[src/rtl/psg_bus_pkg.sv]
// psg_bus_pkg: shared types and constants for the SharkPSG nibble-bus writer.
//   - psg_state_t : serialiser FSM states
//   - psg_cmd_t   : one queued register write {addr, data}
//   - register address constants of the PSG control block
//   - helpers mapping a strobe state to its bus nibble and successor state
package psg_bus_pkg;

   localparam int NYBBLE_W = 4;
   localparam int ADDR_W   = 4;
   localparam int DATA_W   = 8;
   localparam int CMD_W    = ADDR_W + DATA_W;

   localparam logic [ADDR_W-1:0] REG_ENABLE = 4'h0;
   localparam logic [ADDR_W-1:0] REG_OCTAVE = 4'h1;
   localparam logic [ADDR_W-1:0] REG_PITCH0 = 4'h2;
   localparam logic [ADDR_W-1:0] REG_PITCH1 = 4'h3;
   localparam logic [ADDR_W-1:0] REG_PITCH2 = 4'h4;
   localparam logic [ADDR_W-1:0] REG_PITCH3 = 4'h5;
   localparam logic [ADDR_W-1:0] REG_VOL01  = 4'h6;
   localparam logic [ADDR_W-1:0] REG_VOL23  = 4'h7;

   typedef enum logic [2:0] {
      ST_IDLE   = 3'd0,
      ST_ADDR   = 3'd1,
      ST_DLO    = 3'd2,
      ST_DHI    = 3'd3,
      ST_COMMIT = 3'd4,
      ST_GAP    = 3'd5
   } psg_state_t;

   typedef struct packed {
      logic [ADDR_W-1:0] addr;
      logic [DATA_W-1:0] data;
   } psg_cmd_t;

   // Bus image {address, data_high, da} driven while strobing in state st.
   function automatic logic [NYBBLE_W+1:0] nibble_for(input psg_state_t st, input psg_cmd_t c);
      logic [NYBBLE_W+1:0] r;
      r = {1'b0, 1'b0, 4'h0};
      case (st)
         ST_ADDR:           r = {1'b1, 1'b0, c.addr};
         ST_DLO:            r = {1'b0, 1'b0, c.data[3:0]};
         ST_DHI, ST_COMMIT: r = {1'b0, 1'b1, c.data[7:4]};
         default:           r = {1'b0, 1'b0, 4'h0};
      endcase
      return r;
   endfunction

   // Strobe state that follows st once its gap has elapsed (IDLE ends a command).
   function automatic psg_state_t next_strobe(input psg_state_t st);
      psg_state_t n;
      n = ST_IDLE;
      case (st)
         ST_ADDR: n = ST_DLO;
         ST_DLO:  n = ST_DHI;
         ST_DHI:  n = ST_COMMIT;
         default: n = ST_IDLE;
      endcase
      return n;
   endfunction

endpackage

[src/rtl/psg_bus_writer_if.sv]
// psg_bus_writer_if: host write handshake plus PSG nibble-bus pins.
//   master : host side (drives wr_valid/wr_addr/wr_data, observes everything else)
//   slave  : psg_bus_writer side
//   wr_valid/wr_ready/wr_addr/wr_data : command handshake
//   strobe/address/data_high/da       : PSG control-block bus
//   busy                              : writer has work queued or in flight
interface psg_bus_writer_if;
   import psg_bus_pkg::*;

   logic                wr_valid;
   logic                wr_ready;
   logic [ADDR_W-1:0]   wr_addr;
   logic [DATA_W-1:0]   wr_data;
   logic                strobe;
   logic                address;
   logic                data_high;
   logic [NYBBLE_W-1:0] da;
   logic                busy;

   modport master (
      output wr_valid, wr_addr, wr_data,
      input  wr_ready, strobe, address, data_high, da, busy
   );

   modport slave (
      input  wr_valid, wr_addr, wr_data,
      output wr_ready, strobe, address, data_high, da, busy
   );

endinterface

[src/rtl/psg_cmd_fifo.sv]
// psg_cmd_fifo: synchronous command FIFO, synchronous active-high reset.
//   clk, rst      : clock, reset (empties the FIFO)
//   push, din     : write request and data (ignored when full)
//   pop, dout     : read request and head entry (ignored when empty)
//   full, empty   : status
// Pointers carry one extra wrap bit so full and empty are distinguishable.
module psg_cmd_fifo #(
   parameter int DEPTH = 4,
   parameter int WIDTH = 12
) (
   input  logic             clk,
   input  logic             rst,
   input  logic             push,
   input  logic             pop,
   input  logic [WIDTH-1:0] din,
   output logic [WIDTH-1:0] dout,
   output logic             full,
   output logic             empty
);

   localparam int IDX_W = $clog2(DEPTH);
   localparam int PTR_W = IDX_W + 1;

   logic [WIDTH-1:0] mem [DEPTH];
   logic [PTR_W-1:0] wr_ptr_r;
   logic [PTR_W-1:0] rd_ptr_r;
   logic             push_ok_s;
   logic             pop_ok_s;

   assign empty     = (wr_ptr_r == rd_ptr_r);
   assign full      = (wr_ptr_r[IDX_W] != rd_ptr_r[IDX_W]) &&
                      (wr_ptr_r[IDX_W-1:0] == rd_ptr_r[IDX_W-1:0]);
   assign push_ok_s = push & ~full;
   assign pop_ok_s  = pop & ~empty;
   assign dout      = mem[rd_ptr_r[IDX_W-1:0]];

   // Pointer update; wraps naturally modulo 2*DEPTH.
   always_ff @(posedge clk) begin
      if (rst) begin
         wr_ptr_r <= {PTR_W{1'b0}};
         rd_ptr_r <= {PTR_W{1'b0}};
      end else begin
         if (push_ok_s) wr_ptr_r <= wr_ptr_r + PTR_W'(1);
         if (pop_ok_s)  rd_ptr_r <= rd_ptr_r + PTR_W'(1);
      end
   end

   // Storage write; contents need no reset since empty masks them.
   always_ff @(posedge clk) begin
      if (push_ok_s) mem[wr_ptr_r[IDX_W-1:0]] <= din;
   end

endmodule

[src/rtl/psg_bus_writer.sv]
// psg_bus_writer: queues host register writes and serialises each one onto
// the SharkPSG 4-bit nibble bus as ADDR, DLO, DHI, COMMIT strobes, each
// followed by GAP_CYCLES strobe-low cycles.
//   clk  : clock
//   rst  : synchronous reset, active-high
//   ena  : global enable; low freezes the serialiser and blocks push/pop
//   bus  : psg_bus_writer_if.slave (wr_valid/wr_ready/wr_addr/wr_data,
//          strobe/address/data_high/da, busy)
// Optional build macro PSG_ADDR_CACHE_EN: remembers the last address sent
// and skips the ADDR strobe when the next command targets the same register.
module psg_bus_writer
   import psg_bus_pkg::*;
#(
   parameter int FIFO_DEPTH = 4,
   parameter int GAP_CYCLES = 1
) (
   input  logic                 clk,
   input  logic                 rst,
   input  logic                 ena,
   psg_bus_writer_if.slave      bus
);

   localparam int GAP_W = (GAP_CYCLES > 1) ? $clog2(GAP_CYCLES) : 1;
   localparam logic [GAP_W-1:0] GAP_LAST = GAP_W'(GAP_CYCLES - 1);

   psg_cmd_t            fifo_din_s;
   psg_cmd_t            fifo_dout_s;
   logic                fifo_full_s;
   logic                fifo_empty_s;
   logic                push_s;
   logic                pop_s;
   logic                gap_done_s;

   psg_state_t          state_r;
   psg_state_t          after_gap_r;
   psg_cmd_t            cmd_r;
   logic [GAP_W-1:0]    gap_cnt_r;
   logic                strobe_r;
   logic                address_r;
   logic                data_high_r;
   logic [NYBBLE_W-1:0] da_r;

`ifdef PSG_ADDR_CACHE_EN
   logic [ADDR_W-1:0]   last_addr_r;
   logic                cache_valid_r;
`endif

   assign bus.wr_ready = ena & ~fifo_full_s & ~rst;
   assign push_s       = bus.wr_valid & bus.wr_ready;
   assign fifo_din_s   = '{addr: bus.wr_addr, data: bus.wr_data};
   assign gap_done_s   = (gap_cnt_r == GAP_LAST);

   // A new command starts from IDLE, or straight out of COMMIT's final gap
   // cycle so back-to-back commands leave no idle cycle between them.
   assign pop_s = ena & ~fifo_empty_s &
                  ((state_r == ST_IDLE) |
                   ((state_r == ST_GAP) & gap_done_s & (after_gap_r == ST_IDLE)));

   psg_cmd_fifo #(
      .DEPTH (FIFO_DEPTH),
      .WIDTH (CMD_W)
   ) u_fifo (
      .clk   (clk),
      .rst   (rst),
      .push  (push_s),
      .pop   (pop_s),
      .din   (fifo_din_s),
      .dout  (fifo_dout_s),
      .full  (fifo_full_s),
      .empty (fifo_empty_s)
   );

   // Serialiser FSM; bus outputs are loaded on the edge that enters a state,
   // so the strobe is visible during the cycle the FSM sits in that state.
   // With ena low nothing changes, so the strobe state is replayed later.
   always_ff @(posedge clk) begin
      if (rst) begin
         state_r     <= ST_IDLE;
         after_gap_r <= ST_IDLE;
         cmd_r       <= '0;
         gap_cnt_r   <= {GAP_W{1'b0}};
         strobe_r    <= 1'b0;
         address_r   <= 1'b0;
         data_high_r <= 1'b0;
         da_r        <= 4'h0;
`ifdef PSG_ADDR_CACHE_EN
         last_addr_r   <= 4'h0;
         cache_valid_r <= 1'b0;
`endif
      end else if (ena) begin
         if (pop_s) begin
            cmd_r     <= fifo_dout_s;
            gap_cnt_r <= {GAP_W{1'b0}};
            strobe_r  <= 1'b1;
`ifdef PSG_ADDR_CACHE_EN
            if (cache_valid_r && (fifo_dout_s.addr == last_addr_r)) begin
               state_r <= ST_DLO;
               {address_r, data_high_r, da_r} <= nibble_for(ST_DLO, fifo_dout_s);
            end else begin
               state_r       <= ST_ADDR;
               {address_r, data_high_r, da_r} <= nibble_for(ST_ADDR, fifo_dout_s);
               last_addr_r   <= fifo_dout_s.addr;
               cache_valid_r <= 1'b1;
            end
`else
            state_r <= ST_ADDR;
            {address_r, data_high_r, da_r} <= nibble_for(ST_ADDR, fifo_dout_s);
`endif
         end else begin
            case (state_r)
               ST_IDLE: begin
                  strobe_r <= 1'b0;
               end
               ST_ADDR, ST_DLO, ST_DHI, ST_COMMIT: begin
                  strobe_r    <= 1'b0;
                  state_r     <= ST_GAP;
                  after_gap_r <= next_strobe(state_r);
                  gap_cnt_r   <= {GAP_W{1'b0}};
               end
               ST_GAP: begin
                  if (gap_done_s) begin
                     gap_cnt_r <= {GAP_W{1'b0}};
                     if (after_gap_r == ST_IDLE) begin
                        state_r <= ST_IDLE;
                     end else begin
                        state_r  <= after_gap_r;
                        strobe_r <= 1'b1;
                        {address_r, data_high_r, da_r} <= nibble_for(after_gap_r, cmd_r);
                     end
                  end else begin
                     gap_cnt_r <= gap_cnt_r + GAP_W'(1);
                  end
               end
               default: begin
                  state_r  <= ST_IDLE;
                  strobe_r <= 1'b0;
               end
            endcase
         end
      end
   end

   // strobe_r is held through an ena-low stretch so the interrupted strobe
   // can be replayed; qualifying it with ena keeps the pin low meanwhile.
   assign bus.strobe    = strobe_r & ena;
   assign bus.address   = address_r;
   assign bus.data_high = data_high_r;
   assign bus.da        = da_r;
   assign bus.busy      = ~fifo_empty_s | (state_r != ST_IDLE);

endmodule

[src/flat_wrapper.sv]
// flat-port wrapper written by rule: the top's interface ports become plain ports
module psg_bus_writer_flat import psg_bus_pkg::*;
#(
   parameter int FIFO_DEPTH = 4,
   parameter int GAP_CYCLES = 1
)
  (clk, rst, ena, bus_wr_valid, bus_wr_addr, bus_wr_data, bus_wr_ready, bus_strobe, bus_address, bus_data_high, bus_da, bus_busy);
  psg_bus_writer_if bus_i ();
  input  logic clk;
  input  logic rst;
  input  logic ena;
  input wire logic [$bits(bus_i.wr_valid)-1:0] bus_wr_valid;
  input wire logic [$bits(bus_i.wr_addr)-1:0] bus_wr_addr;
  input wire logic [$bits(bus_i.wr_data)-1:0] bus_wr_data;
  output wire logic [$bits(bus_i.wr_ready)-1:0] bus_wr_ready;
  output wire logic [$bits(bus_i.strobe)-1:0] bus_strobe;
  output wire logic [$bits(bus_i.address)-1:0] bus_address;
  output wire logic [$bits(bus_i.data_high)-1:0] bus_data_high;
  output wire logic [$bits(bus_i.da)-1:0] bus_da;
  output wire logic [$bits(bus_i.busy)-1:0] bus_busy;
  assign bus_i.wr_valid = bus_wr_valid;
  assign bus_i.wr_addr = bus_wr_addr;
  assign bus_i.wr_data = bus_wr_data;
  assign bus_wr_ready = bus_i.wr_ready;
  assign bus_strobe = bus_i.strobe;
  assign bus_address = bus_i.address;
  assign bus_data_high = bus_i.data_high;
  assign bus_da = bus_i.da;
  assign bus_busy = bus_i.busy;
  psg_bus_writer #(.FIFO_DEPTH(FIFO_DEPTH), .GAP_CYCLES(GAP_CYCLES)) u_core (.clk(clk), .rst(rst), .ena(ena), .bus(bus_i));
endmodule
[config.mk]
export PLATFORM = sky130hd
export DESIGN_NAME = psg_bus_writer_flat
export DESIGN_NICKNAME = d
export VERILOG_FILES = /design/src/rtl/psg_bus_pkg.sv /design/src/rtl/psg_bus_writer_if.sv /design/src/rtl/psg_cmd_fifo.sv /design/src/rtl/psg_bus_writer.sv /design/src/flat_wrapper.sv
export SDC_FILE = /design/constraint.sdc
export NUM_CORES = 1
export LEC_CHECK = 0
export ABC_AREA = 0
export CORE_MARGIN = 1
export CORE_UTILIZATION = 45
export CTS_CLUSTER_DIAMETER = 200
export DETAILED_ROUTE_END_ITERATION = 8
export PLACE_DENSITY = 0.77
export SYNTH_ARGS = -nofsm -noshare
export SYNTH_HDL_FRONTEND = slang
export SYNTH_SLANG_ARGS = --single-unit
export TNS_END_PERCENT = 30
[constraint.sdc]
create_clock -name clk -period 1.65 [get_ports clk]
set_clock_uncertainty 0.05 [all_clocks]
set_input_delay 0.165 -clock clk [delete_from_list [all_inputs] [get_ports clk]]
set_output_delay 0.165 -clock clk [all_outputs]
set_load 0.05 [all_outputs]
==> summary.txt, run 1 <==
Final Max Tran Viols -> 0
most common cell in the netlist -> edfxtp_1
Max rail drop VDD -> 0.714 mV
HP Class -> in2reg
Hold Buf Count CTS -> 0
min Tclk post-route -> 1.70 ns
largest area contributor in the netlist -> edfxtp_1
Total Routing Usage GR -> 0.189
CTS clk-pin slew, worst paths -> 0.09 ns
fin crit share -> 1.03
#FFs+latches synth -> 81
CP required -> 1.43 ns
Area Growth Syn to Fin -> 25.6%
Post-synth EDFFs -> 48
final setup fails -> 1
Starting DRT DRC Count -> 120
PwrDens -> 1050 nW/um^2
Async SR Flop Fraction -> 0
Die Area -> 7930 sq um
Crit Path Max Fanout -> 3
largest net degree at the start of global routing -> 33
Seq/Total Area, Yosys -> 0.617
fmax -> 589 MHz
vias in the first global route -> 2289
placed insts -> 400
final net count -> 339
cts bufs inserted -> 9
area of the mapped netlist -> 3410 sq um
worst-case reg-to-reg path depth -> 6
max cap viols -> 0
placer's final routability congestion estimate -> 0.813
critical path type -> reg2out
Routed WL per cell -> 15.8 microns
hold path depth -> 1
Startpoint Class -> register
Die Height -> 89.0 microns
CTS tree -> built
drt via density -> 5.40
nature of the critical path endpoint -> output pin
# DRC -> 0
Rows -> 31
Mapped Nets -> 287
LEAKAGE -> 0.00147 uW
Comb pwr share -> 0.172
First-pass DRT Iterations -> 4
Synth area leaders -> edfxtp_1 (42%), dfxtp_1 (19%), mux4_2 (7.9%)
Max-slew headroom -> 0.753
post-synthesis xor/xnor area fraction -> 0.0180
slowest CP cell -> and3b_4
synth warn -> 0
simple-gate share of the synthesized area -> 0.130
Reg power frac -> 0.505
initial antenna violation count -> 0
H-tree depth -> 3
final std cells w/o fill -> 422
syn_area_per_cell -> 12.8 sq um
post-synthesis adder-cell area fraction -> 0.0184
RSZ-0062 raised after global routing -> true
port bufs -> 24
mux contribution to synthesized area -> 0.0826
num ports -> 25
GR Overflow Total -> 0
Hold Vio Cnt, Final -> 0
hpwl dp -> 4.43 mm
Clk pwr share -> 0.323
# diodes -> 0
Synth cell types -> 50
Internal Dissipation -> 3290 uW
Worst Tran Pin Value -> 0.361 ns
Cells after Synth -> 266
DIE WIDTH -> 89.0 microns
failing checks -> negative setup slack
top cells by instance count after synthesis -> edfxtp_1 (48), nand2_1 (36), dfxtp_1 (33)
largest family of logic cells by synthesized area -> simple AND/OR/NAND/NOR gates
Synth Flop Type -> edfxtp_1
Sw Share -> 0.266
initial core utilization -> 0.467
CP Cell Sequence -> xor2_2 -> and3b_4 -> nand2_4 -> buf_12
Vias -> 2278
Root Driver -> clkbuf_8
Compound-Gate Fraction of Synth Area -> 0.104
WL final -> 6.66 mm
# fillers -> 611
final core occ -> 0.587
net switching power -> 1190 uW
dpl ws -> -0.101 ns
status -> finished, violations left
Storage cell area -> 2110 sq um
final worst slack -> -0.0480 ns
placeable core region -> 7290 sq um
Multi-input gate area -> 1310 sq um
Clk Latency, worst-skew pair -> 0.35 ns
Max clock buf depth -> 2
first-pass GRT wire length -> 10.9 mm
share of layout cells above drive strength 1 -> 0.310
share of the synthesized area in the top cell type -> 0.423
critical path arrival -> 1.48 ns
max incr delay on CP -> 0.36 ns
Antenna Nets Post-Route -> 0
Sink Count -> 81
[critical path, delay by kind of cell (launching register included)]
kind	cells	cell delay [ns]
xor gates and xnor gates	1	0.20
buffers and inverters	1	0.15
DFF	1	0.35
and+or+nand+nor	2	0.43
[flip-flops by register name, summed over array words and instances, names as in the netlist, named ones only]
signal,cells
u_core.after_gap_r,3
u_core.state_r,3
u_core.u_fifo.mem,48
u_core.strobe_r,1
u_core.bus.da,4
u_core.u_fifo.wr_ptr_r,3
u_core.bus.data_high,1
u_core.cmd_r,12
u_core.bus.address,1
u_core.u_fifo.rd_ptr_r,3
[layer usage]
| layer | routed length (microns) | track usage |
|---|---|---|
| met1 | 2950 | 0.231 |
| met2 | 3360 | 0.318 |
| met3 | 272 | 0.0462 |
| met4 | 72 | 0.0909 |
| met5 | 0 | 0 |
[area by class of cell]
class / instances / share of cell area
clock buffer: 9 / 0.0289
clock inverter: 7 / 0.0178
inverter: 7 / 0.00614
multi-input combinational: 165 / 0.305
sequential: 81 / 0.494
tap: 99 / 0.0289
timing repair buffer: 54 / 0.120
[logic make-up (layout without fill, tap and decap cells)]
kind of cell             count (synthesis)  in the layout
AND/OR/NAND/NOR                         85             86
adder cells (fa/ha/maj)                  5              5
AO/OA/AOI/OAI                           54             54
flip-flops                              81             81
buffers and inverters                   21             77
XOR/XNOR                                 7              7
multiplexers                            13             13
[path summary, 6_finish.rpt]
check / start / endpoint / slack [ns]
worst max register to register: u_core.u_fifo.wr_ptr_r[2] / u_core.bus.address / 0.01
worst min-delay path: bus_wr_data[4] / u_core.u_fifo.mem[3][4] / 0.39
worst min register to register: u_core.cmd_r[5] / u_core.cmd_r[5] / 0.41
worst max-delay path: u_core.u_fifo.wr_ptr_r[2] / bus_busy / -0.05
[cells in the final DEF, fill, tap and decap left out, types with 3 or more instances in the layout]
master	count
nand2_1	35
a211oi_1	3
clkdlybuf4s50_1	15
nor2_1	17
a22oi_1	6
dfxtp_2	6
buf_4	32
ha_1	5
mux4_2	12
edfxtp_1	48
clkbuf_8	9
nand3_1	3
xnor2_1	3
and3_4	4
a21oi_1	22
a21oi_2	3
inv_1	7
buf_12	5
nor3_4	3
dfxtp_1	26
o2bb2ai_1	3
o21ai_0	3
[power by group through the flow]
stage	Clock [uW]	Combinational (uW)	Sequential, uW
global route	1560	834	2270
CTS	1470	760	2260
floorplan	0	404	2350
global placement	0	715	2300
finish	1450	772	2260
detailed placement	0	726	2300
[per-stage QoR]
step                      hold WS [ns]  instance area, sq um  setup TNS (ns)  total power, uW
after detailed placement         0.399                  3960           -4.83             3030
after global placement           0.395                  3960           -3.22             3020
final                            0.394                  4280         -0.0480             4480
after CTS                        0.384                  4230         -0.0562             4490
after floorplan                  0.214                  3440          -0.996             2750
after global routing             0.399                  4280           -1.32             4660
[repair_timing]
item,4_1_cts,5_1_grt
buffers inserted,4,1
cloned,0,1
pin swaps,2,8
endpoints found under the setup margin,10,75
gates resized for setup,11,13
Power figures use the tool's default switching activity.
==> run 2, diff against run 1 <==
==> constraint.sdc (replaced) <==
create_clock -name clk -period 1.36 [get_ports clk]
set_clock_uncertainty 0.05 [all_clocks]
set_input_delay 0.136 -clock clk [delete_from_list [all_inputs] [get_ports clk]]
set_output_delay 0.136 -clock clk [all_outputs]
set_load 0.05 [all_outputs]
==> summary.txt, run 2 (synthesized netlist as in run 1, its figures left out) <==
status -> finished, violations left
failing checks -> negative setup slack
worst path buffer plus inverter count -> 3
Antenna Nets Post-Route -> 0
Placed Instance Area -> 4170 sq um
PwrDens -> 1250 nW/um^2
share of layout cells above drive strength 1 -> 0.489
drt via density -> 5.58
Max clock buf depth -> 2
Rows -> 31
vias in the first global route -> 2554
slowest CP cell -> dfxtp_2
Routed WL per cell -> 18.5 microns
GR Overflow Total -> 0
first-pass GRT wire length -> 12.7 mm
First-pass DRT Iterations -> 4
Startpoint Class -> register
Max-slew headroom -> 0.697
H-tree depth -> 3
Vias -> 2537
Total Routing Usage GR -> 0.221
CP Cell Sequence -> xnor2_2 -> buf_4 -> a31oi_4 -> buf_6 -> buf_12
min Tclk post-route -> 1.71 ns
CTS clk-pin slew, worst paths -> 0.10 ns
critical path type -> reg2out
final setup fails -> 78
Final Max Tran Viols -> 0
commonest cells after routing, fill and taps aside -> edfxtp_1 (48), buf_4 (42), nand2_1 (21), dfxtp_1 (21), nor2_1 (16)
Design Area, Final -> 4920 sq um
initial core utilization -> 0.467
Hold Vio Cnt, Final -> 0
Max rail drop VDD -> 0.987 mV
Sink Count -> 81
CTS tree -> built
cts bufs inserted -> 9
placed insts -> 418
initial antenna violation count -> 0
dpl ws -> -0.395 ns
max reg flops -> 48
HP Class -> in2reg
hpwl dp -> 4.88 mm
fin crit share -> 1.26
Clk Latency, worst-skew pair -> 0.36 ns
Tot Pwr -> 6160 uW
Root Driver -> clkbuf_8
largest net degree at the start of global routing -> 33
commonest non-fill, non-tap cell in the layout -> edfxtp_1
nature of the critical path endpoint -> output pin
Area Growth Syn to Fin -> 44.3%
final net count -> 372
final worst slack -> -0.350 ns
Top delay family on crit path -> buffers and inverters
max incr delay on CP -> 0.35 ns
final std cells w/o fill -> 455
Starting DRT DRC Count -> 191
# diodes -> 0
num ports -> 25
Hold Buf Count CTS -> 0
placeable core region -> 7290 sq um
Worst Tran Pin Value -> 0.454 ns
WL final -> 8.42 mm
Crit Path Max Fanout -> 3
RSZ-0062 raised after global routing -> true
port bufs -> 24
Die Height -> 89.0 microns
DIE WIDTH -> 89.0 microns
critical path arrival -> 1.52 ns
max cap viols -> 0
fmax -> 585 MHz
Die Area -> 7930 sq um
# DRC -> 0
CP required -> 1.17 ns
LEAKAGE -> 0.00172 uW
placer's final routability congestion estimate -> 0.784
-- run 2: cell types whose count changed in the layout (fill, tap and decap cells not counted), moves of 10 or more --
cell,before,now
nand2_2,0,11
nand2_1,35,21
buf_4,32,42
buf_6,2,12
a21oi_1,22,12
-- run 2: power breakdown --
| part | switching (uW) | internal (uW) |
|---|---|---|
| Sequential | 79.9 | 2690 |
| Clock | 939 | 1050 |
| Combinational | 662 | 739 |
-- run 2: repair_timing --
action                                  4_1_cts  5_1_grt
buffers inserted                             15        0
resized for setup                            72       19
pin swaps                                    38       12
cloned                                        2        4
endpoints found under the setup margin       81       80
-- run 2: path summary, 6_finish.rpt --
| check | start | to | slack [ns] | depth (start not counted) |
|---|---|---|---|---|
| worst min-delay path | ena | u_core.bus.da[3] | 0.27 | 3 |
| worst max-delay path | u_core.u_fifo.wr_ptr_r[0] | bus_wr_ready | -0.35 | 5 |
| worst min register to register | u_core.cmd_r[0] | u_core.cmd_r[0] | 0.41 | 2 |
| worst max register to register | u_core.u_fifo.rd_ptr_r[2] | u_core.bus.da[1] | -0.33 | 7 |
-- run 2: layer usage --
metal / track usage / vias up / wire, microns
met1: 0.258 / 1279 / 3420
met4: 0.111 / 0 / 226
met5: 0 / - / 0
met2: 0.395 / 67 / 4510
met3: 0.0379 / 22 / 270
li1: - / 1169 / -
-- run 2: tightest hold or removal path, cell delays in order --
cell,delay [ns]
dlygate4sd2_1,0.24
nand2b_1,0.15
o32ai_2,0.11
-- run 2: layout make-up --
| cell class | count | area, sq um |
|---|---|---|
| inverters | 7 | 26.3 |
| fillers | 518 | 2370 |
| clock buffers | 9 | 124 |
| repair buffers | 84 | 907 |
| well taps | 99 | 124 |
| multi-input cells | 168 | 1520 |
| flip-flops and latches | 81 | 2120 |
| clock inverters | 7 | 101 |
-- run 2: through the flow --
stage                     hold WS (ns)   util  setup TNS (ns)
after floorplan                  0.185      -          -19.42
after global placement           0.397  0.571          -24.97
after detailed placement         0.400  0.571          -27.21
after CTS                        0.242  0.661          -20.13
after global routing             0.280  0.675          -23.78
final                            0.269  0.675          -21.08
